<file path="config.mk">
export PLATFORM = sky130hd
export DESIGN_NAME = rcnum_trajectory_monitor_flat
export DESIGN_NICKNAME = d
export VERILOG_FILES = /design/src/rtl/rcnum_trajectory_monitor_if.sv /design/src/rtl/rcnum_trajectory_monitor.sv /design/src/flat_wrapper.sv
export SDC_FILE = /design/constraint.sdc
export NUM_CORES = 1
export LEC_CHECK = 0
export BUFFER_PORTS_ARGS = -buffer_cell sky130_fd_sc_hd__buf_4
export CAP_MARGIN = 20
export CORE_AREA = 8 8 118 202
export CTS_BUF_LIST = sky130_fd_sc_hd__clkbuf_2 sky130_fd_sc_hd__clkbuf_4 sky130_fd_sc_hd__clkbuf_8
export CTS_CLUSTER_SIZE = 25
export DETAILED_ROUTE_END_ITERATION = 12
export DIE_AREA = 0 0 126 210
export MAX_ROUTING_LAYER = met4
export PLACE_DENSITY = 0.55
export SYNTH_ARGS = -nofsm -noshare
export SYNTH_HDL_FRONTEND = slang
export SYNTH_SLANG_ARGS = --single-unit
export TNS_END_PERCENT = 50
</file>
<file path="constraint.sdc">
create_clock -name clock -period 4.5 [get_ports clock]
set_clock_uncertainty 0.1 [all_clocks]
set_input_delay 1.125 -clock clock [delete_from_list [all_inputs] [get_ports clock]]
set_output_delay 1.125 -clock clock [all_outputs]
set_load 0.02 [all_outputs]
</file>
<file path="src/rtl/rcnum_trajectory_monitor_if.sv">
// rcnum_trajectory_monitor_if: monitor bus; master drives start/numIn, slave returns busy/done/status/steps/peak/seed
interface rcnum_trajectory_monitor_if #(
  parameter int WIDTH = 25,
  parameter int STEP_W = 10
);
  logic start;
  logic [WIDTH-1:0] numIn;
  logic busy;
  logic done;
  logic [2:0] status;
  logic [STEP_W-1:0] steps;
  logic [WIDTH-1:0] peak;
  logic [WIDTH-1:0] seed;
  modport master(output start, numIn, input busy, done, status, steps, peak, seed);
  modport slave(input start, numIn, output busy, done, status, steps, peak, seed);
endinterface

</file>
<file path="src/rtl/rcnum_trajectory_monitor.sv">
// rcnum_trajectory_monitor: follows a 3n+1 trajectory from a latched seed and reports outcome; ports clock, reset (async high), bus (start,numIn in; busy,done,status,steps,peak,seed out)
module rcnum_trajectory_monitor #(
  parameter int WIDTH = 25,
  parameter int STEP_W = 10,
  parameter int MAX_STEPS = 1000
) (
  input logic clock,
  input logic reset,
  rcnum_trajectory_monitor_if.slave bus
);
  localparam logic [1:0] IDLE = 2'd0, TRACK = 2'd1, TERM = 2'd2;
  logic [1:0] state;
  logic [WIDTH-1:0] prev, peak, seed, expected;
  logic [WIDTH+1:0] t;
  logic [STEP_W-1:0] steps, steps_inc;
  logic [2:0] status;
  logic busy, done, mism, fin;
  assign t = {1'b0, prev, 1'b0} + {2'b00, prev} + (WIDTH+2)'(1);
  assign expected = prev[0] ? (|t[WIDTH+1:WIDTH] ? '0 : t[WIDTH-1:0]) : prev >> 1;
  assign mism = bus.numIn != expected;
  assign steps_inc = steps + 1'b1;
  assign fin = bus.numIn <= WIDTH'(1) || steps_inc == STEP_W'(MAX_STEPS);
  always_ff @(posedge clock or posedge reset)
    if (reset) begin
      state <= IDLE;
      prev <= '0;
      peak <= '0;
      seed <= '0;
      steps <= '0;
      status <= '0;
      busy <= 1'b0;
      done <= 1'b0;
    end else if (bus.start) begin
      state <= bus.numIn > WIDTH'(1) ? TRACK : TERM;
      status <= bus.numIn == '0 ? 3'd2 : bus.numIn == WIDTH'(1) ? 3'd1 : 3'd0;
      done <= bus.numIn <= WIDTH'(1);
      busy <= bus.numIn > WIDTH'(1);
      seed <= bus.numIn;
      prev <= bus.numIn;
      peak <= bus.numIn;
      steps <= '0;
    end else if (state == TRACK) begin
      if (mism) begin
        state <= TERM;
        status <= 3'd4;
        done <= 1'b1;
        busy <= 1'b0;
      end else begin
        steps <= steps_inc;
        prev <= bus.numIn;
        peak <= bus.numIn > peak ? bus.numIn : peak;
        status <= bus.numIn == WIDTH'(1) ? 3'd1 : bus.numIn == '0 ? 3'd2 : steps_inc == STEP_W'(MAX_STEPS) ? 3'd3 : 3'd0;
        state <= fin ? TERM : TRACK;
        done <= fin;
        busy <= !fin;
      end
    end else
      done <= 1'b0;
  assign bus.busy = busy;
  assign bus.done = done;
  assign bus.status = status;
  assign bus.steps = steps;
  assign bus.peak = peak;
  assign bus.seed = seed;
endmodule

</file>
<file path="src/flat_wrapper.sv">
// flat-port wrapper written by rule: the top's interface ports become plain ports
module rcnum_trajectory_monitor_flat 
#(
  parameter int WIDTH = 25,
  parameter int STEP_W = 10,
  parameter int MAX_STEPS = 1000
)
  (clock, reset, bus_start, bus_numIn, bus_busy, bus_done, bus_status, bus_steps, bus_peak, bus_seed);
  rcnum_trajectory_monitor_if #(.WIDTH(WIDTH), .STEP_W(STEP_W)) bus_i ();
  input logic clock;
  input logic reset;
  input wire logic [$bits(bus_i.start)-1:0] bus_start;
  input wire logic [$bits(bus_i.numIn)-1:0] bus_numIn;
  output wire logic [$bits(bus_i.busy)-1:0] bus_busy;
  output wire logic [$bits(bus_i.done)-1:0] bus_done;
  output wire logic [$bits(bus_i.status)-1:0] bus_status;
  output wire logic [$bits(bus_i.steps)-1:0] bus_steps;
  output wire logic [$bits(bus_i.peak)-1:0] bus_peak;
  output wire logic [$bits(bus_i.seed)-1:0] bus_seed;
  assign bus_i.start = bus_start;
  assign bus_i.numIn = bus_numIn;
  assign bus_busy = bus_i.busy;
  assign bus_done = bus_i.done;
  assign bus_status = bus_i.status;
  assign bus_steps = bus_i.steps;
  assign bus_peak = bus_i.peak;
  assign bus_seed = bus_i.seed;
  rcnum_trajectory_monitor #(.WIDTH(WIDTH), .STEP_W(STEP_W), .MAX_STEPS(MAX_STEPS)) u_core (.clock(clock), .reset(reset), .bus(bus_i));
endmodule
</file>
==> Yosys cells after proc, flatten, opt, wreduce, memory -nomap -nowiden <==
Cells that the tools add are included.
{ "classes": {"n_addsub": 3, "n_lt_le_gt_ge": 3, "eq_ne": 5, "muxes": 31, "reduce_logical": 8} }
{ "op_table": {"columns": ["cell", "count"], "rows": [
  ["25-bit two-way mux", 9],
  ["10-bit two-way mux", 3],
  ["26-bit by 25-bit adder with 27-bit output", 1],
  ["27-bit by 1-bit adder with 27-bit output, second input constant", 1],
  ["25-bit by 1-bit equality test with 1-bit output, second input constant", 1],
  ["25-bit by 1-bit greater-than comparator with 1-bit output, second input constant", 1],
  ["25-bit greater-than comparator", 1],
  ["25-bit by 1-bit <= comparator with 1-bit output, second input constant", 1],
  ["25-bit zero test", 1],
  ["25-bit != test", 1],
  ["3-bit two-way mux", 6],
  ["2-bit two-way mux", 6],
  ["10-bit by 1-bit adder with 10-bit output, second input constant", 1],
  ["10-bit equality test, second input constant", 1],
  ["1-bit two-way mux", 7],
  ["2-bit nonzero test", 2],
  ["3-bit AND reduction", 1],
  ["2-bit by 1-bit equality test with 1-bit output, second input constant", 1],
  ["2-bit != test, second input constant", 1],
  ["2-bit AND reduction", 1],
  ["2-bit OR reduction", 1],
  ["1-bit zero test", 1],
  ["1-bit logical OR", 1]
]} }
{ "word_totals": {"ff_bits": 92, "in_bits": 28, "out_inout_bits": 65, "elab_cells": 58} }

==> Logic depth before layout (Yosys ltp) <==
{ "depth": {"depth_word": 9, "depth_mapped": 18, "mapped_depth_nobuf": 13} }

==> Worst setup path before layout <==
No wires, ideal clock.
{ "synth_timing": {"path_kind": "input to register", "start": "input port bus_numIn[14]", "end": "register u_core.steps[0], in the netlist u_core.bus.steps[0]", "setup_ps": 127, "arrival_ps": 3921, "t_required_ps": 4273, "path_slack_ps": 352, "stages": 13, "path_buffers": 3, "path_cell_list": "clkbuf_1 -> xor2_1 -> or4_1 -> nor4_1 -> o2111ai_1 -> a2111oi_0 -> nand4_1 -> a2111oi_2 -> and4_1 -> buf_4 -> and4_4 -> buf_8 -> mux2_1"} }
{ "synth_between": {"elab_chain_len": 3} }
{ "synth_lines": {"columns": ["item", "line", "source"], "rows": [
  ["from (decl)", "flat_wrapper.sv:13", "input wire logic [$bits(bus_i.numIn)-1:0] bus_numIn;"],
  ["25-bit != test", "rcnum_trajectory_monitor.sv:20", "assign mism = bus.numIn != expected;"],
  ["2-bit != test (no line)", null, null],
  ["2-bit AND reduction (no line)", null, null],
  ["to (signal assigned)", "rcnum_trajectory_monitor.sv:49", "steps <= steps_inc;"],
  ["to (decl)", "rcnum_trajectory_monitor.sv:15", "logic [STEP_W-1:0] steps, steps_inc;"]
]} }
Every way passes these cells.
A chain may end at the register's enable or synchronous reset.

==> Worst setup path after layout <==
{ "layout_timing": {"start": "register u_core.prev[13]", "end": "register u_core.steps[7], in the netlist u_core.bus.steps[7]"} }
{ "layout_between": {"elab_chain_len": 8} }
{ "layout_lines": {"columns": ["item", "line", "source"], "rows": [
  ["from (decl)", "rcnum_trajectory_monitor.sv:13", "logic [WIDTH-1:0] prev, peak, seed, expected;"],
  ["from (signal assigned)", "rcnum_trajectory_monitor.sv:39", "prev <= bus.numIn;"],
  ["from (signal assigned)", "rcnum_trajectory_monitor.sv:50", "prev <= bus.numIn;"],
  ["26-bit by 25-bit adder with 27-bit output", "rcnum_trajectory_monitor.sv:18", "assign t = {1'b0, prev, 1'b0} + {2'b00, prev} + (WIDTH+2)'(1);"],
  ["27-bit by 1-bit adder with 27-bit output", "rcnum_trajectory_monitor.sv:18", null],
  ["2-bit OR reduction", "rcnum_trajectory_monitor.sv:19", "assign expected = prev[0] ? (|t[WIDTH+1:WIDTH] ? '0 : t[WIDTH-1:0]) : prev >> 1;"],
  ["25-bit two-way mux", "rcnum_trajectory_monitor.sv:19", null],
  ["25-bit two-way mux *", "rcnum_trajectory_monitor.sv:19", null],
  ["25-bit != test *", "rcnum_trajectory_monitor.sv:20", null],
  ["2-bit != test (no line) *", null, null],
  ["2-bit AND reduction (no line) *", null, null]
]} }
Every way passes the cells marked *; elsewhere a longest branch is shown, timed or not.

==> results by group <==
Floorplan
  – Initial Util: 39.2%
  – Die Y: 210 um
  – IO Count: 93
  – Die area: 26500 um^2
  – Core area: 21100 um^2
  – Row Count: 71
  – Die width: 126 um

Hold path
  – Worst hold path class: flip-flop to flip-flop
  – Hold Crit Start: u_core.bus.seed[23]

Synthesis
  – Warnings from Yosys: 0
  – Synthesized Nets: 1109
  – Async SR Flop Fraction: 100%
  – EDFF count, synth: 0
  – Synthesized flop and latch total: 91
  – Register area share after synthesis: 27.5%
  – Syn Area/Cell: 8.07 um^2
  – Synth Instances: 1026
  – Netlist cell types: 81
  – Most used flip-flop cell after synthesis: dfrtp_1
  – Mapped cell area: 8280 um^2

Placed design
  – Placed cell area: 9580 um^2
  – Port buffer count: just over 90
  – Worst slack, placed: -370 ps
  – Placed instance count: 1362
  – Routability congestion estimate from global placement: 0.971
  – HPWL after DPL: around 25000 um

STA
  – Final Max Tran Viols: 0
  – FMAX: between 0.2 and 0.25 GHz
  – Hold Worst Slack: 429 ps
  – Final worst setup slack: 197 ps
  – Min Tclk post-route: roughly 4300 ps
  – # setup viols final: 0
  – Final setup TNS: 0 ps
  – Unrepaired setup endpoints after global routing: no
  – Final Cycle Share: between 90% and 100%
  – Max_slew headroom: 38.0%
  – Final Hold Fails: 0
  – Worst slew pin tran: 931 ps

Drt
  – Initial DRC count: approximately 650
  – DR WL/cell: 24.2 um
  – DR vias: 8791
  – Vias/cell: 6.38
  – Final antenna-violating net count: 0
  – Post-Route WL: 33400 um
  – Initial DRT Pass Iterations: 5
  – DRC: 0

Final layout
  – Finished Layout Cells: 1378
  – Nets: 1201
  – Finished layout cell area: 9870 um^2
  – Area delta synth->final: 19.1%
  – Share of layout cells above drive strength 1: between 20% and 30%
  – ANT cells: 0
  – Finished Core Util: 46.7%

Clock network
  – Hold_buf cts: 0
  – Clock Latency Late Sink: 380 ps
  – Sink count of the clock tree: roughly 90
  – Root Buffer: clkbuf_8
  – Maximum clock insertion buffer count: 2
  – Total CTS buffers: 9
  – CTS H-Tree Depth: 3
  – # Post-CTS Setup Buffers: 0
  – CTS tree: yes
  – Reg clk slew, reported paths: ~100 ps

Power
  – Worst VDD drop: 148 uV
  – Leak Pwr: about 4.2 nW
  – PwrDens: between 300 and 400 nW/um^2
  – Total power draw: 2.98 mW

Worst setup path
  – WP data arrival: roughly 4500 ps
  – Worst r2r dst: u_core.bus.steps[7]
  – Worst r2r src: u_core.prev[13]
  – Worst setup path endpoint: u_core.bus.steps[7]
  – Worst path required time: between 4000 and 5000 ps
  – Crit-path max FO: 50
  – CP startpoint: u_core.prev[13]
  – WS Path Type: flip-flop to flip-flop
  – CP endpoint kind: flip-flop
  – Startpoint Class: flip-flop
  – Reg-to-reg slack, setup: between 150 and 200 ps
  – Reg2Reg Depth: 13

Global route
  – First-pass GRT wire length: a little over 50000 um
  – Vias in the first global route: 8883
  – Initial antenna violation count: 0
  – Gr ovfl total: 0
  – Largest net degree at the start of global routing: 132
  – Total global-route track usage: 25.6%

Job
  – Max-cap check violation count: 0

Status
  – Status: complete, no violations
## kinds of logic after synthesis
kind of cell	share of synthesized area, %
buffers and inverters	8.76
muxes	1.72
AOI/OAI and AO/OA	24.0
xor gates and xnor gates	2.33
DFF	27.5
and+or+nand+nor	27.3
adders and majority gates	8.40
## worst min path at each step
stage                     endpoint  depth (start not counted)
6_report       u_core.bus.seed[23]                          2
5_1_grt         u_core.bus.seed[9]                          2
4_1_cts        u_core.bus.seed[23]                          2
3_5_place_dp    u_core.bus.seed[6]                          2
3_3_place_gp    u_core.bus.seed[8]                          2
2_1_floorplan      u_core.state[1]                          1
## what timing repair did
item | in CTS | in global routing
cloned | 0 | 0
resized for setup | 2 | 12
endpoints found under the hold margin | 0 | 0
endpoints found under the setup margin | 3 | 66
## per-layer routing
layer | track usage, % | vias up | wire (um)
met5 | - | - | 0
met1 | 26.7 | 4258 | 12400
li1 | - | 4082 | -
met2 | 44.6 | 336 | 17400
met3 | 2.58 | 115 | 1360
met4 | 17.8 | 0 | 2200
## synthesized netlist by cell type (4+ instances only)
master,n,area share (%)
a211oi_1,5,0.45
a21o_1,19,1.7
a21oi_1,45,2.7
a221oi_1,4,0.42
a31oi_1,6,0.45
and3_1,11,0.83
and4_1,4,0.42
buf_1,12,0.54
buf_2,11,0.66
buf_6,4,0.54
clkbuf_1,55,2.5
dfrtp_1,91,27
ha_1,54,8.2
inv_1,78,3.5
mux2_1,4,0.54
mux2_2,6,0.82
nand2_1,89,4.0
nand2b_1,35,2.6
nand3_1,13,0.79
nand4_1,102,7.7
nor2_1,40,1.8
nor2b_1,16,1.2
nor3_1,19,1.1
nor4_1,67,5.1
o2111ai_1,5,0.53
o211ai_1,14,1.3
o211ai_2,19,2.9
o21a_1,12,1.1
o21ai_0,52,3.1
o21bai_1,4,0.36
o221ai_1,5,0.53
o311ai_0,5,0.53
o311ai_1,18,1.9
or3_1,7,0.53
xnor2_1,15,1.6
xor2_1,7,0.74
## worst max-delay path, cell delays in order (launching register included)
cell	delay (ps)
dfrtp_1	490
ha_1	410
a21oi_1	240
o21ai_0	240
a41o_1	310
o211a_1	280
o21a_1	190
nor3_1	360
a31oi_1	140
o2111ai_4	270
buf_4	520
nor4_1	130
nand4_1	140
mux2_2	340
## cell usage in the layout, fill, tap and decap left out, types with 6 or more instances in the layout
master	n
buf_12	7
dfrtp_1	90
nand4_1	102
o21ai_0	51
nor3_1	18
nor4_1	65
a21o_1	19
or3_1	7
nand3_1	13
nor2b_1	16
and3_1	10
nor2_1	39
mux2_2	6
inv_1	77
nand2b_1	34
o311ai_1	18
buf_4	162
xnor2_1	15
o21a_1	12
xor2_1	7
a21oi_1	45
clkbuf_8	12
o211ai_2	19
ha_1	52
o211ai_1	14
nand2_1	89
## state kept, by name, indices dropped and copies added, names as in the netlist
| register | flops |
|---|---|
| u_core.bus.seed | 25 |
| u_core.bus.peak | 25 |
| u_core.state | 2 |
| u_core.bus.status | 3 |
| u_core.bus.done | 1 |
| u_core.prev | 25 |
| u_core.bus.steps | 10 |
## power breakdown
group          internal [mW]  switching, mW
combinational          0.485          0.865
sequential             0.880         0.0653
clock                  0.366          0.316
## layout make-up
type,instances,area (um^2)
fillers,2137,11300
multi-input cells,768,5370
flip-flops and latches,91,2280
repair buffers,169,1360
well taps,255,319
inverters,79,299
clock buffers,13,173
clock inverters,3,68.8
(Power assumes the default switching activity.)
